$ cat config.mk
export PLATFORM = sky130hd
export DESIGN_NAME = i2s_serializer_flat
export DESIGN_NICKNAME = d
export VERILOG_FILES = /design/src/rtl/i2s_serializer_if.sv /design/src/rtl/i2s_serializer.sv /design/src/flat_wrapper.sv
export SDC_FILE = /design/constraint.sdc
export NUM_CORES = 1
export LEC_CHECK = 0
export ABC_AREA = 1
export CAP_MARGIN = 30
export CELL_PAD_IN_SITES_DETAIL_PLACEMENT = 0
export CELL_PAD_IN_SITES_GLOBAL_PLACEMENT = 2
export CORE_MARGIN = 2
export CORE_UTILIZATION = 41
export DETAILED_ROUTE_END_ITERATION = 10
export DONT_BUFFER_PORTS = 1
export PLACE_DENSITY_LB_ADDON = 0.12
export SYNTH_ARGS = -nofsm -noshare
export SYNTH_HDL_FRONTEND = slang
export SYNTH_SLANG_ARGS = --single-unit
$ cat constraint.sdc
create_clock -name clk -period 7.4 [get_ports clk]
set_input_delay 1.11 -clock clk [delete_from_list [all_inputs] [get_ports clk]]
set_output_delay 1.11 -clock clk [all_outputs]
set_load 0.1 [all_outputs]
$ cat src/rtl/i2s_serializer_if.sv
// rtl/i2s_serializer_if.sv - sample source / DAC side signal bundle of the I2S serializer
interface i2s_serializer_if #(
   parameter int DATA_W = 24
);
   logic [DATA_W-1:0] l_data;
   logic [DATA_W-1:0] r_data;
   logic              load;
   logic              sclk;
   logic              lrclk;
   logic              sdout;

   // serializer side: takes samples, drives the strobe and the I2S lines
   modport master (
      input  l_data,
      input  r_data,
      output load,
      output sclk,
      output lrclk,
      output sdout
   );

   // source / DAC side
   modport slave (
      output l_data,
      output r_data,
      input  load,
      input  sclk,
      input  lrclk,
      input  sdout
   );
endinterface

$ cat src/rtl/i2s_serializer.sv
// rtl/i2s_serializer.sv - Philips I2S transmitter, 32-bit slots, clocks derived from MCLK
module i2s_serializer #(
   parameter int SCLK_HALF = 4,
   parameter int DATA_W    = 24
) (
   input  logic              clk,
   input  logic              reset,
   i2s_serializer_if.master  bus
);
   localparam int DW = $clog2(2 * SCLK_HALF);
   localparam int IW = (DATA_W > 1) ? $clog2(DATA_W) : 1;

   localparam logic [DW-1:0] D_LAST  = DW'(2 * SCLK_HALF - 1);
   localparam logic [DW-1:0] SCLK_HI = DW'(SCLK_HALF);
   localparam logic [5:0]    LAST_L  = 6'(DATA_W);
   localparam logic [5:0]    LAST_R  = 6'(32 + DATA_W);

   logic [DW-1:0]     d;
   logic [5:0]        b;
   logic [DATA_W-1:0] l_hold;
   logic [DATA_W-1:0] r_hold;

   logic [DW-1:0]     nd;
   logic [5:0]        nb;
   logic              wrap;
   logic              sd_n;

   // Next counter state; every output register is loaded from a function of
   // the next (d, b) so the registered outputs line up with the counters.
   always_comb begin
      nd   = '0;
      nb   = b;
      wrap = 1'b0;
      sd_n = 1'b0;
      if (d == D_LAST) begin
         nb   = b + 6'd1;
         wrap = (b == 6'd63);
      end else begin
         nd = d + DW'(1);
      end
      if (nb >= 6'd1 && nb <= LAST_L) begin
         sd_n = l_hold[IW'(LAST_L - nb)];
      end else if (nb >= 6'd33 && nb <= LAST_R) begin
         sd_n = r_hold[IW'(LAST_R - nb)];
      end
   end

   // Counters, sample capture at the frame boundary, and registered I2S outputs.
   // Pad bits and bit 0 of each slot are driven low; samples are sent unmodified.
   always_ff @(posedge clk or negedge reset) begin
      if (!reset) begin
         d         <= '0;
         b         <= '0;
         l_hold    <= '0;
         r_hold    <= '0;
         bus.sclk  <= 1'b0;
         bus.lrclk <= 1'b0;
         bus.sdout <= 1'b0;
         bus.load  <= 1'b0;
      end else begin
         d         <= nd;
         b         <= nb;
         bus.sclk  <= (nd >= SCLK_HI);
         bus.lrclk <= nb[5];
         bus.sdout <= sd_n;
         bus.load  <= (nd == '0) && (nb == 6'd63);
         if (wrap) begin
            l_hold <= bus.l_data;
            r_hold <= bus.r_data;
         end
      end
   end
endmodule

$ cat src/flat_wrapper.sv
// flat-port wrapper written by rule: the top's interface ports become plain ports
module i2s_serializer_flat 
#(
   parameter int SCLK_HALF = 4,
   parameter int DATA_W    = 24
)
  (clk, reset, bus_l_data, bus_r_data, bus_load, bus_sclk, bus_lrclk, bus_sdout);
  i2s_serializer_if #(.DATA_W(DATA_W)) bus_i ();
  input  logic clk;
  input  logic reset;
  input wire logic [$bits(bus_i.l_data)-1:0] bus_l_data;
  input wire logic [$bits(bus_i.r_data)-1:0] bus_r_data;
  output wire logic [$bits(bus_i.load)-1:0] bus_load;
  output wire logic [$bits(bus_i.sclk)-1:0] bus_sclk;
  output wire logic [$bits(bus_i.lrclk)-1:0] bus_lrclk;
  output wire logic [$bits(bus_i.sdout)-1:0] bus_sdout;
  assign bus_i.l_data = bus_l_data;
  assign bus_i.r_data = bus_r_data;
  assign bus_load = bus_i.load;
  assign bus_sclk = bus_i.sclk;
  assign bus_lrclk = bus_i.lrclk;
  assign bus_sdout = bus_i.sdout;
  i2s_serializer #(.SCLK_HALF(SCLK_HALF), .DATA_W(DATA_W)) u_core (.clk(clk), .reset(reset), .bus(bus_i));
endmodule
==> results of run 1 <==
[stage by stage]
step	setup WS (ns)	power, mW	instances	hold WS [ns]	utilization
after CTS	3.76	0.657	451	0.438	0.457
after floorplan	4.46	0.368	351	0.430	-
after global placement	3.87	0.373	435	0.448	0.430
after detailed placement	3.76	0.374	436	0.455	0.432
after global routing	3.50	0.677	451	0.436	0.457
final	3.83	0.648	451	0.463	0.457
[final cells by class]
cell class              count  area, µm²
fillers                   759       3940
flip-flops and latches     59       1480
multi-input cells         239       1370
inverters                  38        145
clock buffers               9        124
well taps                  99        124
clock inverters             6       57.6
repair buffers              1       20.0
[how the worst max path moves through the flow]
stage                       end
6_report       u_core.bus.sdout
3_3_place_gp   u_core.bus.sdout
5_1_grt        u_core.bus.sdout
2_1_floorplan  u_core.bus.sdout
4_1_cts        u_core.bus.sdout
3_5_place_dp   u_core.bus.sdout
[state kept, by name, indices dropped and copies added, names as in the netlist]
| name | flops |
|---|---|
| u_core.l_hold | 24 |
| u_core.r_hold | 24 |
| u_core.b | 6 |
| u_core.d | 2 |
| u_core.bus.load | 1 |
| u_core.bus.sclk | 1 |
| u_core.bus.sdout | 1 |
[critical path, cell delays in order, from the launching register on]
cell and delay, ns:
dfrtp_1 0.93, ha_1 0.49, nor2_1 0.11, nor2_2 0.47
ha_1 0.49, inv_1 0.40, o21ai_0 0.16, nor2_1 0.11
nor2_1 0.05, nor2_1 0.09, nand2_1 0.05, nand2_1 0.06
nand2_1 0.04, nand2_1 0.06
[per-layer routing]
| metal | routed length (µm) | global-route usage | part of all wire |
|---|---|---|---|
| met1 | 3010 | 0.224 | 0.46 |
| met2 | 3080 | 0.268 | 0.48 |
| met3 | 256 | 0.0442 | 0.039 |
| met4 | 136 | 0.0769 | 0.021 |
| met5 | 0 | 0 | 0 |
[cell families after synthesis]
kind of cell             count (synthesis)
AO/OA/AOI/OAI                           25
XOR/XNOR                                 1
adder cells (fa/ha/maj)                  8
buffers and inverters                   53
flip-flops                              59
multiplexers                            27
AND/OR/NAND/NOR                        178
[report_power, final]
part / internal [mW] / switching (mW) / total [mW]
Clock: 0.151 / 0.129 / 0.280
Sequential: 0.336 / 0.00815 / 0.344
Combinational: 0.0122 / 0.0112 / 0.0234
Total: 0.499 / 0.148 / 0.648
[synthesized netlist by cell type (all sizes together)]
| cell type | count |
|---|---|
| mux2 | 27 |
| nor3 | 3 |
| nor2 | 32 |
| ha | 8 |
| nand4 | 1 |
| buf | 11 |
| nand3 | 44 |
| o21ai | 3 |
| clkbuf | 4 |
| xor2 | 1 |
| nand3b | 7 |
| nand2 | 90 |
| nor3b | 1 |
| a21oi | 22 |
| inv | 38 |
| dfrtp | 59 |
==> flow_metrics.env, run 1 <==
export IMPL_synth_area_leaders="dfrtp_1 48%, mux2_2 9.9%, nand2_1 9.7%"
export IMPL_avgSynthCellArea_um2=8.75
export IMPL_layout_min_cycle_time_ns=3.57
export IMPL_slew_violations=0
export IMPL_synth_top_area_cell="dfrtp_1"
export IMPL_vias_per_cell=4.85
export IMPL_hold_buffers=0
export IMPL_synth_compound_area_frac=0.0407
export IMPL_path_clk_slew_ns=0.07
export IMPL_track_usage=0.171
export IMPL_layout_nets=406
export IMPL_hpwlAfterDp_um=4650
export IMPL_synth_top_area_share=0.481
export IMPL_grt_pass1_wl_um=11100
export IMPL_finalSetupTns_ns=0
export IMPL_cts_num_sinks=59
export IMPL_path_max_fanout=13
export IMPL_synth_top_family_by_area="simple AND/OR/NAND/NOR gates"
export IMPL_htreeDepth=3
export IMPL_cts_resized=0
export IMPL_mostFrequentLayoutCell="nand2_1"
export IMPL_core_area_mm2=0.00725
export IMPL_yosys_area_share_simple=0.268
export IMPL_arrival_ns=3.85
export IMPL_dr_first_iter_drc_count=83
export IMPL_syn_inst=351
export IMPL_hold_viol_final=0
export IMPL_grt_max_degree=60
export IMPL_grt_overflow_total=0
export IMPL_cts_setup_buffers=0
export IMPL_critical_path_required_ns=7.68
export IMPL_most_common_layout_cells="79 x nand2_1, 59 x dfrtp_1, 43 x nand3_1"
export IMPL_design_area_mm2=0.00332
export IMPL_worstMarginPinSlew_ns=1.00
export IMPL_place_congestion=0.720
export IMPL_vdd_drop_max_mv=0.0990
export IMPL_synth_nets=409
export IMPL_netlist_area_mm2=0.00307
export IMPL_hold_path_class="in -> async"
export IMPL_synth_seq_cells=59
export IMPL_synth_warnings=0
export IMPL_drt_pass1_iterations=4
export IMPL_portBuffers=0
export IMPL_startpoint="u_core.bus.sclk"
export IMPL_synthMuxAreaShare=0.0990
export IMPL_ioPinCount=54
export IMPL_setup_viol=0
export IMPL_wl_um=6490
export IMPL_crit_path_end_kind="register"
export IMPL_cap_violations=0
export IMPL_fp_row_count=31
export IMPL_vias=2187
export IMPL_antenna_found_initial=0
export IMPL_yosys_area_share_adder=0.0326
export IMPL_rr_startpoint="u_core.bus.sclk"
export IMPL_grt_pass1_vias=2294
export IMPL_die_area_mm2=0.00820
export IMPL_die_y_um=90.5
export IMPL_power_density_mw_per_mm2=195
export IMPL_drcViolationCount=0
export IMPL_n_antenna_cell=0
export IMPL_initial_core_util=0.423
export IMPL_synth_xor_area_frac=0.00285
export IMPL_synth_cell_types=25
export IMPL_min_period_over_period=0.482
export IMPL_fmax_mhz=280
export IMPL_yosysSeqAreaShare=0.481
export IMPL_start_kind="register"
export IMPL_die_width_um=90.5
export IMPL_root_buffer="clkbuf_8"
export IMPL_drtAntennaViolNets=0
export IMPL_rsz0062_at_grt="false"
export IMPL_p_leak_nw=1.65
export IMPL_syn2layout_area_growth_pct=8.03
export IMPL_run_status="finished clean"
export IMPL_cts_buffers_inserted=9
export IMPL_r2r_setup_slack_ns=3.83
export IMPL_routedWlPerCell_um=14.4
export IMPL_critical_path_class="reg -> reg"
export IMPL_clk_latency_ns=0.34
export IMPL_finClkSkew_ns=0.00795
export IMPL_postPlaceCellArea_mm2=0.00314
export IMPL_cts_path_max_buffers=2
export IMPL_maxSlewHeadroom=0.331
export IMPL_cts_tree="built"
export IMPL_r2r_end="u_core.bus.sdout"
export IMPL_drive_gt1_frac=0.190
export IMPL_reg2reg_depth=13
(Power assumes the default switching activity.)
==> inputs of run 2 (changes only) <==
--- a/config.mk
+++ b/config.mk
@@ -10,7 +10,7 @@
 export CELL_PAD_IN_SITES_DETAIL_PLACEMENT = 0
 export CELL_PAD_IN_SITES_GLOBAL_PLACEMENT = 2
 export CORE_MARGIN = 2
-export CORE_UTILIZATION = 41
+export CORE_UTILIZATION = 34
 export DETAILED_ROUTE_END_ITERATION = 10
 export DONT_BUFFER_PORTS = 1
 export PLACE_DENSITY_LB_ADDON = 0.12
==> constraint.sdc (replaced) <==
create_clock -name clk -period 3.25 [get_ports clk]
set_input_delay 0.4875 -clock clk [delete_from_list [all_inputs] [get_ports clk]]
set_output_delay 0.4875 -clock clk [all_outputs]
set_load 0.1 [all_outputs]
==> run 2 against run 1 <==
  * Register-to-register slack worse by 3.2 ns
  * Routed wire length rose by 3.1%
  * Hold slack got worse by 0.44 ns
  * Critical path depth up 2
  * Clock skew rose by 0.0012 ns
  * Final cell count increased by 3.1%
  * First-iteration DRC count is 9.6% lower
  * Highest routed layer unchanged
==> flow_metrics.env, run 2 (synthesis results as in run 1) <==
export IMPL_run_status="finished clean"
export IMPL_critical_path_required_ns=3.47
export IMPL_htreeDepth=3
export IMPL_place_congestion=0.766
export IMPL_grt_pass1_wl_um=11300
export IMPL_clk_latency_ns=0.34
export IMPL_arrival_ns=2.88
export IMPL_cts_setup_buffers=0
export IMPL_routedWlPerCell_um=14.4
export IMPL_layout_nets=411
export IMPL_rr_startpoint="u_core.d[0]"
export IMPL_hold_path_class="in -> async"
export IMPL_grt_max_degree=70
export IMPL_grt_pass1_vias=2315
export IMPL_drcViolationCount=0
export IMPL_power_density_mw_per_mm2=465
export IMPL_vdd_drop_max_mv=0.234
export IMPL_cap_violations=0
export IMPL_n_antenna_cell=0
export IMPL_path_max_fanout=28
export IMPL_track_usage=0.148
export IMPL_hpwlAfterDp_um=4640
export IMPL_rsz0062_at_grt="false"
export IMPL_initial_core_util=0.352
export IMPL_drive_gt1_frac=0.199
export IMPL_maxSlewHeadroom=0.397
export IMPL_antenna_found_initial=0
export IMPL_finalSetupTns_ns=0
export IMPL_layout_min_cycle_time_ns=2.65
export IMPL_syn2layout_area_growth_pct=11.4
export IMPL_worstMarginPinSlew_ns=0.905
export IMPL_dr_first_iter_drc_count=75
export IMPL_r2r_setup_slack_ns=0.60
export IMPL_fp_row_count=34
export IMPL_vias=2233
export IMPL_start_kind="register"
export IMPL_finClkSkew_ns=0.00918
export IMPL_wl_um=6690
export IMPL_drtAntennaViolNets=0
export IMPL_p_leak_nw=1.69
export IMPL_fmax_mhz=377
export IMPL_cts_tree="built"
export IMPL_portBuffers=0
export IMPL_top_regs="u_core.l_hold: 24 flops, u_core.r_hold: 24 flops, u_core.b: 6 flops"
export IMPL_cts_num_sinks=59
export IMPL_whs_ns=0.0183
export IMPL_path_clk_slew_ns=0.07
export IMPL_crit_path_end_kind="register"
export IMPL_cts_buffers_inserted=9
export IMPL_ioPinCount=54
export IMPL_slew_violations=0
export IMPL_cts_resized=0
export IMPL_core_area_mm2=0.00872
export IMPL_root_buffer="clkbuf_8"
export IMPL_most_common_layout_cells="79 x nand2_1, 59 x dfrtp_1, 43 x nand3_1"
export IMPL_hold_viol_final=0
export IMPL_finalPower_mw=1.59
export IMPL_reg2reg_depth=15
export IMPL_die_area_mm2=0.00981
export IMPL_grt_overflow_total=0
export IMPL_setup_viol=0
export IMPL_mostFrequentLayoutCell="nand2_1"
export IMPL_drt_pass1_iterations=4
export IMPL_vias_per_cell=4.80
export IMPL_min_period_over_period=0.816
export IMPL_cts_path_max_buffers=2
export IMPL_die_y_um=99.0
export IMPL_critical_path_class="reg -> reg"
export IMPL_r2r_end="u_core.bus.sdout"
export IMPL_die_width_um=99.0
run 2: changes by cell type in the layout (fill, tap and decap cells not counted), sizes merged:
cell,before,now
buf,1,6
clkinv,4,0
clkbuf,9,11
bufinv,1,2
clkinvlp,1,2
run 2: final cells by class:
cell class	instances	area, µm²
tap	108	135
clock buffer	11	141
timing repair buffer	6	77.6
multi-input combinational	239	1370
sequential	59	1480
inverter	38	145
clock inverter	4	75.1
fill	922	5300
run 2: power breakdown:
part / internal (mW) / leakage, nW / switching [mW]
sequential: 0.765 / 0.696 / 0.0182
clock: 0.448 / 0.102 / 0.289
combinational: 0.0313 / 0.891 / 0.0383
total: 1.24 / 1.69 / 0.345
run 2: worst max path at each step:
stage,start,endpoint,slack (ns),depth (start not counted)
5_1_grt,u_core.d[0],u_core.bus.sdout,0.36,16
3_3_place_gp,u_core.d[0],u_core.bus.sdout,0.63,14
4_1_cts,u_core.d[0],u_core.bus.sdout,0.55,15
3_5_place_dp,u_core.d[0],u_core.bus.sdout,0.56,15
6_report,u_core.d[0],u_core.bus.sdout,0.60,15
2_1_floorplan,u_core.bus.sclk,u_core.bus.sdout,0.31,17
run 2: worst max-delay path, stage by stage (launching register included):
cell and delay, ns:
dfrtp_1 0.37, ha_1 0.17, ha_1 0.36, inv_2 0.10
nand2_4 0.17, nand2_4 0.22, ha_1 0.29, nand3b_1 0.18
nand2_2 0.18, inv_2 0.10, nand2_1 0.08, nand3_1 0.07
nand3_1 0.09, nand2_1 0.06, nand2_1 0.05, nand2_1 0.05
run 2: through the flow:
step / util / worst slack (ns) / instance area (µm²) / std cells
3_3_place_gp: 0.364 / 0.633 / 3180 / 449
3_5_place_dp: 0.364 / 0.563 / 3180 / 449
6_report: 0.392 / 0.598 / 3420 / 465
4_1_cts: 0.392 / 0.548 / 3420 / 465
5_1_grt: 0.392 / 0.358 / 3420 / 465
2_1_floorplan: - / 0.313 / 3070 / 351
run 2: routing by layer:
metal / vias to the layer above / track usage / share of wire
li1: 1132 / - / -
met1: 1051 / 0.201 / 0.49
met2: 44 / 0.224 / 0.45
met3: 6 / 0.0482 / 0.047
met4: 0 / 0.0474 / 0.014
met5: - / 0 / 0
run 2: repair_timing:
action,CTS,global route
endpoints found under the setup margin,0,0
endpoints found under the hold margin,59,0
hold buffers,1,0
